`config.mk`:
```
export PLATFORM = sky130hd
export DESIGN_NAME = iomem_gpio
export DESIGN_NICKNAME = d
export VERILOG_FILES = /design/src/rtl/iomem_gpio.sv
export SDC_FILE = /design/constraint.sdc
export NUM_CORES = 1
export LEC_CHECK = 0
export ABC_AREA = 1
export CAP_MARGIN = 0
export CORE_ASPECT_RATIO = 0.6
export CORE_MARGIN = 3
export CORE_UTILIZATION = 39
export DETAILED_ROUTE_END_ITERATION = 6
export PLACE_DENSITY = 0.95
export SLEW_MARGIN = 20
export SYNTH_ARGS = -nofsm -noshare
export SYNTH_HDL_FRONTEND = slang
export SYNTH_SLANG_ARGS = --single-unit
```
`constraint.sdc`:
```
create_clock -name clk -period 3.4 [get_ports clk]
set_input_delay 0.68 -clock clk [delete_from_list [all_inputs] [get_ports clk]]
set_output_delay 0.68 -clock clk [all_outputs]
set_load 0.01 [all_outputs]
```
`src/rtl/iomem_gpio.sv`:
```
// iomem_gpio: NUM_PINS-wide memory-mapped GPIO block for the PicoSoC iomem bus.
// Define GPIO_IRQ_EN to build the edge-detect interrupt registers and the irq output.
module iomem_gpio #(
    parameter int         NUM_PINS    = 8,
    parameter logic [7:0] ADDR_HI     = 8'h03,
    parameter int         SYNC_STAGES = 2
) (
    input  logic                clk,
    input  logic                reset,
    input  logic                iomem_valid,
    output logic                iomem_ready,
    input  logic [3:0]          iomem_wstrb,
    input  logic [31:0]         iomem_addr,
    input  logic [31:0]         iomem_wdata,
    output logic [31:0]         iomem_rdata,
    input  logic [NUM_PINS-1:0] gpio_in,
    output logic [NUM_PINS-1:0] gpio_out,
    output logic [NUM_PINS-1:0] gpio_oe,
    output logic                irq
);
    localparam logic [5:0] OFF_OUT  = 6'd0;
    localparam logic [5:0] OFF_DIR  = 6'd1;
    localparam logic [5:0] OFF_IN   = 6'd2;
    localparam logic [5:0] OFF_RISE = 6'd3;
    localparam logic [5:0] OFF_FALL = 6'd4;
    localparam logic [5:0] OFF_PEND = 6'd5;

    logic                                 r_ready;
    logic [31:0]                          r_rdata;
    logic [NUM_PINS-1:0]                  r_out;
    logic [NUM_PINS-1:0]                  r_dir;
    logic [SYNC_STAGES-1:0][NUM_PINS-1:0] r_sync;

    logic                w_sel;
    logic                w_write;
    logic [5:0]          w_offset;
    logic [31:0]         w_laneMask32;
    logic [NUM_PINS-1:0] w_laneMask;
    logic [NUM_PINS-1:0] w_wbits;
    logic [NUM_PINS-1:0] w_inSync;
    logic [NUM_PINS-1:0] w_rdPins;
    logic [31:0]         w_rdWord;

    // The !r_ready term forces a one-cycle gap so a held valid is not acknowledged twice.
    assign w_sel        = iomem_valid && (iomem_addr[31:24] == ADDR_HI) && !r_ready;
    assign w_write      = w_sel && (iomem_wstrb != 4'b0000);
    assign w_offset     = iomem_addr[7:2];
    assign w_laneMask32 = {{8{iomem_wstrb[3]}}, {8{iomem_wstrb[2]}},
                           {8{iomem_wstrb[1]}}, {8{iomem_wstrb[0]}}};
    assign w_laneMask   = w_laneMask32[NUM_PINS-1:0];
    assign w_wbits      = iomem_wdata[NUM_PINS-1:0];
    assign w_inSync     = r_sync[SYNC_STAGES-1];

    function automatic logic [NUM_PINS-1:0] laneMerge(input logic [NUM_PINS-1:0] oldVal,
                                                      input logic [NUM_PINS-1:0] newVal,
                                                      input logic [NUM_PINS-1:0] mask);
        return (oldVal & ~mask) | (newVal & mask);
    endfunction

    always_ff @(posedge clk or posedge reset) begin
        if (reset) begin
            r_sync <= '0;
        end else begin
            r_sync <= {r_sync[SYNC_STAGES-2:0], gpio_in};
        end
    end

    always_ff @(posedge clk or posedge reset) begin
        if (reset) begin
            r_out <= '0;
            r_dir <= '0;
        end else if (w_write) begin
            if (w_offset == OFF_OUT) r_out <= laneMerge(r_out, w_wbits, w_laneMask);
            if (w_offset == OFF_DIR) r_dir <= laneMerge(r_dir, w_wbits, w_laneMask);
        end
    end

`ifdef GPIO_IRQ_EN
    logic [NUM_PINS-1:0] r_rise;
    logic [NUM_PINS-1:0] r_fall;
    logic [NUM_PINS-1:0] r_pend;
    logic [NUM_PINS-1:0] r_prev;
    logic [NUM_PINS-1:0] w_set;
    logic [NUM_PINS-1:0] w_clr;

    assign w_set = (w_inSync & ~r_prev & r_rise) | (~w_inSync & r_prev & r_fall);
    assign w_clr = (w_write && (w_offset == OFF_PEND)) ? (w_wbits & w_laneMask) : '0;

    // Set is OR-ed in after the clear so a same-cycle edge is never lost.
    always_ff @(posedge clk or posedge reset) begin
        if (reset) begin
            r_rise <= '0;
            r_fall <= '0;
            r_pend <= '0;
            r_prev <= '0;
        end else begin
            r_prev <= w_inSync;
            r_pend <= (r_pend & ~w_clr) | w_set;
            if (w_write && (w_offset == OFF_RISE)) r_rise <= laneMerge(r_rise, w_wbits, w_laneMask);
            if (w_write && (w_offset == OFF_FALL)) r_fall <= laneMerge(r_fall, w_wbits, w_laneMask);
        end
    end

    assign irq = |r_pend;
`else
    assign irq = 1'b0;
`endif

    always_comb begin
        w_rdPins = '0;
        case (w_offset)
            OFF_OUT:  w_rdPins = r_out;
            OFF_DIR:  w_rdPins = r_dir;
            OFF_IN:   w_rdPins = w_inSync;
`ifdef GPIO_IRQ_EN
            OFF_RISE: w_rdPins = r_rise;
            OFF_FALL: w_rdPins = r_fall;
            OFF_PEND: w_rdPins = r_pend;
`endif
            default:  w_rdPins = '0;
        endcase
        w_rdWord = '0;
        w_rdWord[NUM_PINS-1:0] = w_rdPins;
    end

    always_ff @(posedge clk or posedge reset) begin
        if (reset) begin
            r_ready <= 1'b0;
            r_rdata <= '0;
        end else begin
            r_ready <= w_sel;
            if (w_sel) r_rdata <= w_rdWord;
        end
    end

    assign iomem_ready = r_ready;
    assign iomem_rdata = r_rdata;
    assign gpio_out    = r_out;
    assign gpio_oe     = r_dir;
endmodule
```
# Word-level counts from Yosys, hierarchy flattened
# Index checks and enable logic that the tools add are counted.
[op_classes] reduce_logical=8 n_bitwise=6 mux=1 eq_ne=3
[ops] op="$and 8x8->8" n=3
[ops] op="$pmux 8 s3" n=1
[ops] op="$or 8x8->8" n=2
[ops] op="$eq 8x2->1 const B" n=1
[ops] op="$not 8->8" n=1
[ops] op="$eq 6x1->1 const B" n=1
[ops] op="$eq 6x2->1 const B" n=1
[ops] op="$logic_not 6->1" n=1
[ops] op="$reduce_and 2->1" n=2
[ops] op="$reduce_bool 4->1" n=1
[ops] op="$logic_and 1x1->1" n=3
[ops] op="$logic_not 1->1" n=1
[totals] ff_bits=41 word_cells=24 in_bits=79 out_inout_bits=50

# Depth between registers and ports, before layout
# Gate-level depths: netlist of run 1.
[depth] ltp_word=5 mapped_depth=8 mapped_depth_nobuf=7

# Worst setup path before layout of run 1
# Ideal clock, no wire load.
[synth_path] kind="input to register" start="input port iomem_addr[31]" end="register (tool-made name)" arrival_ns=1.362 path_slack_ns=1.921 setup_ns=0.117 n_path_buf=1 required_time_ns=3.283 path_stages=7 path_cell_list="nor2_2 > nand3_2 > nor2_4 > buf_6 > nand3_4 > nand2_1 > nand2_1"
[synth_lines] element="from (decl)" line="13" text="input logic [31:0] iomem_addr,"

==> results of run 1 <==
-- kinds of logic after synthesis --
group / synth area share [%]
buffers and inverters: 14.44
other: 0.1858
DFF: 50.84
and+or+nand+nor: 34.53
-- routing by layer --
metal | vias to the layer above | wire length [um] | global-route usage (%)
met1 | 804 | 2063 | 21.89
met4 | 0 | 84 | 6.615
met3 | 8 | 507 | 4.348
met2 | 101 | 2218 | 25.19
li1 | 779 | - | -
met5 | - | 0 | 0
-- cell usage after synthesis (2+ instances only) --
cell type / number / area [um2]
buf_2: 5 / 25.02
nand3_4: 2 / 35.03
inv_2: 4 / 15.01
nor2_2: 4 / 25.02
nand3_1: 9 / 45.04
nand4_1: 37 / 231.5
dfrtp_1: 41 / 1026
inv_1: 5 / 18.77
nor2_4: 5 / 56.30
nand2_2: 4 / 25.02
nand2_1: 59 / 221.5
nor2_1: 3 / 11.26
buf_6: 2 / 22.52
nand3_2: 2 / 20.02
buf_4: 26 / 195.2
-- worst max-delay path: stages --
cell and delay (ns):
clkdlybuf4s50_1 0.45, nor2_4 0.43, nand2_2 0.20, nor2_4 0.35, nand3_4 0.17, nand2_1 0.12, nand2_1 0.05
-- area by class of cell --
class	count	share of cell area, %
Clock inverter	3	2.454
Inverter	9	1.274
Clock buffer	5	2.596
Tap cell	63	2.973
Sequential cell	41	38.70
Multi-Input combinational cell	152	29.83
Timing Repair Buffer	59	22.18
-- worst max-delay path by stage --
stage	start	end	slack (ns)	cells past startpoint
4_1_cts	iomem_addr[5]	flop	1.15	7
3_5_place_dp	iomem_addr[5]	flop	0.84	7
5_1_grt	iomem_addr[5]	flop	1.01	7
2_1_floorplan	reset	asynchronous set/reset pin	1.77	1
3_3_place_gp	iomem_addr[5]	flop	0.91	7
6_report	iomem_addr[5]	flop	1.12	7
-- where the power goes --
| group | switching, mW | internal, mW | leakage (nW) |
|---|---|---|---|
| registers | 0.00304 | 0.497 | 0.536 |
| clock network | 0.166 | 0.291 | 0.0681 |
| logic | 0.0554 | 0.0401 | 0.656 |
==> results.txt, run 1 <==
- FF/Latch Area: 1026 um2
- Data on the critical path arrives at its endpoint at 2.47 ns.
- In this run the standard cell core region covers 4778 um2.
- Max-Slew Margin vs Limit: 49.71%
* Register-to-Register Setup Slack: 1.85 ns
- # IOs: 129
- Final TNS setup: 0 ns
* Worst-margin pin slew: 0.7521 ns
* Final antenna diode count: 0
- HPWL after detailed placement: 3777 um
* Non-Filler Instances: 332
- Number of H-tree branching levels: 2
- The routed design has 4873 um of wire.
- Syn Std Cell Area: 2018 um2
* Type of the most critical hold path: flop to flop
- For this run, the post-layout net count is 347.
- Area of combinational cells with multiple inputs: 790.8 um2
* Number of endpoints with negative hold slack in the final report: 0
- Number of endpoints failing setup at the final stage: 0
- Of all flip-flops after synthesis, the portion carrying an async set or reset was 100.0%.
- The path with the worst hold slack has its endpoint at w_inSync[2].
* Initial core utilization: 42.24%
- Timing would allow up to 0.4384 GHz.
* Overall overflow remaining after global route: 0
- For the final database, setup skew stands at 0.006573 ns.
- Number of warnings printed during yosys synthesis: 0
- The worst setup path is of the primary input to flop kind.
- Summed over all cells, the static leakage comes to 1.260 nW.
- Die X-Extent: 98.87 um
- The routed design could run at a clock period as short as 2.281 ns.
- For this design, the CTS-stage hold fixing added 0 buffers.
- Last weighted congestion value of the routability-driven placer: 0.8751
* RSZ-0062 raised after global routing: no
- Synthesized area per cell: 9.520 um2
- Number of flops mapped to enable cells by yosys: 0
* Worst setup EP type: flop
* Total global routing track utilization: 16.15%
- Smallest setup slack after layout: 1.119 ns
* Antenna Violating Nets Remaining: 0
- For this run, design rule violations remaining after detail routing come to 0.
- The run finished with clean final reports.
* DRT iter0 DRCs: 72
- In this run, synthesis produced a sequential element count of 41.
* Number of buffers added by the clock tree synthesis step: 5
- The number of antenna violations at the first check in global routing is 0.
* Maximum VDD drop: 0.2695 mV
- The clock drives 41 sinks.
- The first detailed-routing pass ran for 4 iterations.
- Clk buf depth: 2
* Length in cells of the worst reg-to-reg path: 6
* Finished layout cell area: 2651 um2
* Synth Instances: 212
* Clk_lat worst skew: 0.30 ns
- Row generation in the floorplan step produced 19 rows.
- In the final layout, the share of cells above drive strength 1 is 11.52%.
- STA classifies the critical path startpoint as a primary input.
* Max FO, Critical Path: 22
- The number of setup buffers added after CTS is 0.
- The design draws 1.053 mW.
* Clk pin slew, worst setup/hold paths: 0.08 ns
* Commonest register cell after synthesis: dfrtp_1
* Total placed cells including tap cells: 324
- Wire length per cell after detailed routing: 14.68 um
- Max-cap violations in this run came to 0.
- Number of distinct library cells after synthesis: 19
- Final core utilization: 55.49%
- Compared with the post-synthesis result, the final layout area differs by 31.37%.
- Power spread over the standard cell area amounts to 397.1 nW/um2.
* Fin crit share: 67.09%
* Placed Area: 2517 um2
- Timing analysis after detailed placement gives a worst setup slack of 0.8432 ns.
- For this run, the register share of the synthesized area comes to 50.84%.
* Final Slew Violations: 0
* R2R Path Start: iomem_ready
- TritonCTS built the clock tree.
- Fin Hold WS: 0.3516 ns
- PostCTS Resize Cnt: 0
* Required time at the endpoint of the critical path: 3.59 ns
- Leaving out fill and tap cells, the most frequent cells in the layout are 59 x nand2_1, 58 x clkdlybuf4s50_1, 41 x dfrtp_1, 37 x nand4_1, 25 x conb_1.
- Critical hold path startpoint: r_sync[2]
- Count of buffers from port buffering: 58
- Counting instances, the worst hold path has a depth of 0.
- In the routed layout, each cell is associated on average with a via count of 5.096.
- Clock Root Buffer: clkbuf_8
- The number of global-route vias before repair came to 1582.
* Via count: 1692
- The first global-routing pass estimated 7521 um of wire.
* Leading cell type in the layout, fill and taps excluded: nand2_1
- Area of the die: 6102 um2
- Largest net degree at the start of global routing: 25
- Measured along the y axis, the die boundary spans 61.72 um.
- Filler instances: 426
(Power assumes the default switching activity.)
==> run 2, diff against run 1 <==
Settings changed: CORE_UTILIZATION 39 to 36, PLACE_DENSITY 0.95 to 0.91.
Clock period 3.4 ns to 2.2 ns, I/O delays scaled along.
==> run 2 against run 1 <==
Sequential share of layout area decreased by 0.59 points. Cell count increased by 2.4%. Clock skew decreased by 0.0036 ns. Largest cell class unchanged.
==> results.txt, run 2 (same netlist as run 1, synthesis figures left out) <==
- Final Slew Violations: 0 (unchanged)
* Overall overflow remaining after global route: 0 (unchanged)
- The highest net fanout along the worst path was 3 (was 22).
- The maximum VDD drop is 0.2833 mV (was 0.2695 mV).
* P per Cell Area: 606.1 nW/um2 (was 397.1 nW/um2)
- # IOs: 129 (unchanged)
- Leak: 1.286 nW (was 1.260 nW)
- The global-route total usage across every layer came to 14.71% (was 16.15%).
- The critical path startpoint category was a flop (was primary input).
- Cts-stage hold buffer count: 0 (unchanged)
- The cell with the largest stage delay on the worst path was clkdlybuf4s50_1 (unchanged).
- First-pass GRT wire length: 7472 um (was 7521 um)
- Minimum clock period: 1.718 ns
- The share of power burned in combinational logic is 9.3% (was 9.1%).
- The leading cell type in the layout, fill and taps excluded was nand2_1 (unchanged).
* Most used cells in the layout excluding fill and tap cells: 59 x nand2_1, 58 x clkdlybuf4s50_1, 41 x dfrtp_1, 37 x nand4_1, 25 x conb_1 (unchanged)
* Max-Slew Margin vs Limit: 60.59% (was 49.71%)
- Switching part of the total power: 21.25% (was 21.29%)
* Type of the most critical hold path: flop to flop (unchanged)
- Number of endpoints failing setup at the final stage: 0 (unchanged)
* Highest attainable clock frequency: 0.5821 GHz
* Number of buffers added by the clock tree synthesis step: 5 (unchanged)
- The post-cts repair resize count came to 0 (unchanged).
* Largest net degree at the start of global routing: 42 (was 25)
- CP bufs+invs: 1 (unchanged)
- TritonCTS clock tree: yes (unchanged)
- Fraction of final layout cells sized beyond drive strength 1: 13.14% (was 11.52%)
* Synthesis-to-finish area growth: 33.42% (was 31.37%)
- Antenna Violating Nets Remaining: 0 (unchanged)
- The worst hold margin was 0.3528 ns (was 0.3516 ns).
- The estimated wirelength of the detail-placed design is 3741 um (was 3777 um).
* Internal cell power: 1.285 mW (was 828.6 uW)
- Post-route DRC violation count: 0 (unchanged)
* Wire length per cell after detailed routing: 14.02 um (was 14.68 um)
- Number of post-CTS setup repair buffers: 0 (unchanged)
- After layout, the worst path uses 78.09% of the clock period.
- Required time at the endpoint of the critical path: 1.76 ns (was 3.59 ns)
- FP Rows: 20 (was 19)
* Via density per instance: 4.882 (was 5.096)
* Initial antenna violation count: 0 (unchanged)
- Critical-path cell list: clkdlybuf4s50_1 (was clkdlybuf4s50_1, nor2_4, nand2_2, nor2_4, nand3_4, nand2_1, nand2_1).
- Number of H-tree branching levels: 2 (unchanged)
- The net count reported at finish was 352 (was 347).
- The die area is 6570 um2 (was 6102 um2).
- The number of buffers added on ports was 58 (unchanged).
* Worst setup EP type: output port (was flop)
- The via count is 1660 (was 1692).
* Final core utilization: 51.48% (was 55.49%)
- Final antenna diode count: 0 (unchanged)
* Part of the total power dissipated in the clock network: 43.4% (about the same)
- DRT iter0 DRCs: 73 (was 72)
* Last weighted congestion value of the routability-driven placer: 0.8400 (was 0.8751)
* Vias in the first global route: 1592 (was 1582)
* CP top delay family: buffers and inverters (was simple AND/OR/NAND/NOR gates)
* Finished layout cell area: 2693 um2 (was 2651 um2)
- Status: completed (unchanged).
* Relative contribution of sequential cells to total power: 47.3% (was 47.5%)
- Total chip power: 1.632 mW (was 1.053 mW)
- Number of iterations in the first detailed-routing pass: 4 (unchanged)
- Net switching power: 346.7 uW (was 224.2 uW)
- Clock Root Buffer: clkbuf_8 (unchanged)
* Area of the core: 5230 um2 (was 4778 um2)
- The cell area after placement was 2559 um2 (was 2517 um2).
* RSZ-0062 raised after global routing: no (unchanged)
* Clk buf depth: 2 (unchanged)
- Initial core utilization: 38.59% (was 42.24%)
- The count of endpoints failing hold in the final timing report was 0 (unchanged).
- Largest stage delay, worst path: 0.56 ns (was 0.45 ns)
- The transition time at the pin with the least slew margin is 0.5893 ns (was 0.7521 ns).
- The die span in y is 64.00 um (was 61.72 um).
- The arrival time of data at the critical path endpoint is 1.28 ns (was 2.47 ns).
- The x dimension of the die came to 102.7 um (was 98.87 um).
* Final worst clock skew: 0.002938 ns (was 0.006573 ns)
- Max-cap violations: 0 (unchanged)
- Clock sink count: 41 (unchanged)
- Clk_lat worst skew: 0.29 ns (was 0.30 ns)
- Routed wire length: 4768 um (was 4873 um)
- The register clock-pin slew on the reported worst setup and hold paths is 0.08 ns (about the same).
- Final TNS setup: 0 ns (unchanged)
* Start-to-end type of the worst setup path: flop to output port (was primary input to flop)
-- run 2: routing by layer --
layer,GRT usage (%),up-vias,share of wire [%]
li1,-,790,-
met1,20.33,792,44
met2,22.43,70,47
met3,4.471,8,7.4
met4,3.764,0,1.1
met5,0,-,0
-- run 2: final cells by class --
class | count | area, um2
flip-flops and latches | 41 | 1026
clock buffers | 5 | 68.82
inverters | 9 | 33.78
repair buffers | 64 | 625.6
multi-input cells | 152 | 790.8
clock inverters | 3 | 65.06
well taps | 66 | 82.58
fillers | 468 | 2537
-- run 2: stage by stage --
| stage | instances | setup WS [ns] |
|---|---|---|
| 2_1_floorplan | 236 | 0.8140 |
| 3_3_place_gp | 332 | 0.3100 |
| 3_5_place_dp | 332 | 0.2498 |
| 4_1_cts | 340 | 0.4707 |
| 5_1_grt | 340 | 0.4492 |
| 6_report | 340 | 0.4821 |
-- run 2: power by group through the flow --
stage | clock (mW) | sequential, mW | combinational (mW)
after CTS | 0.723 | 0.773 | 0.152
after global routing | 0.756 | 0.774 | 0.166
after global placement | 0 | 0.787 | 0.148
after detailed placement | 0 | 0.788 | 0.152
final | 0.707 | 0.773 | 0.152
after floorplan | 0 | 0.786 | 0.103
-- run 2: path summary, 6_finish.rpt --
path                        startpoint              to  slack (ns)  cells past startpoint
max                        iomem_ready     iomem_ready        0.48                      1
min                          r_sync[4]     w_inSync[4]        0.35                      0
max reg2reg                iomem_ready            flop        0.76                      6
min reg2reg                  r_sync[4]     w_inSync[4]        0.35                      0
max in group asynchronous        reset  iomem_rdata[2]        1.30                      3
min in group asynchronous        reset       r_sync[0]        0.55                      3
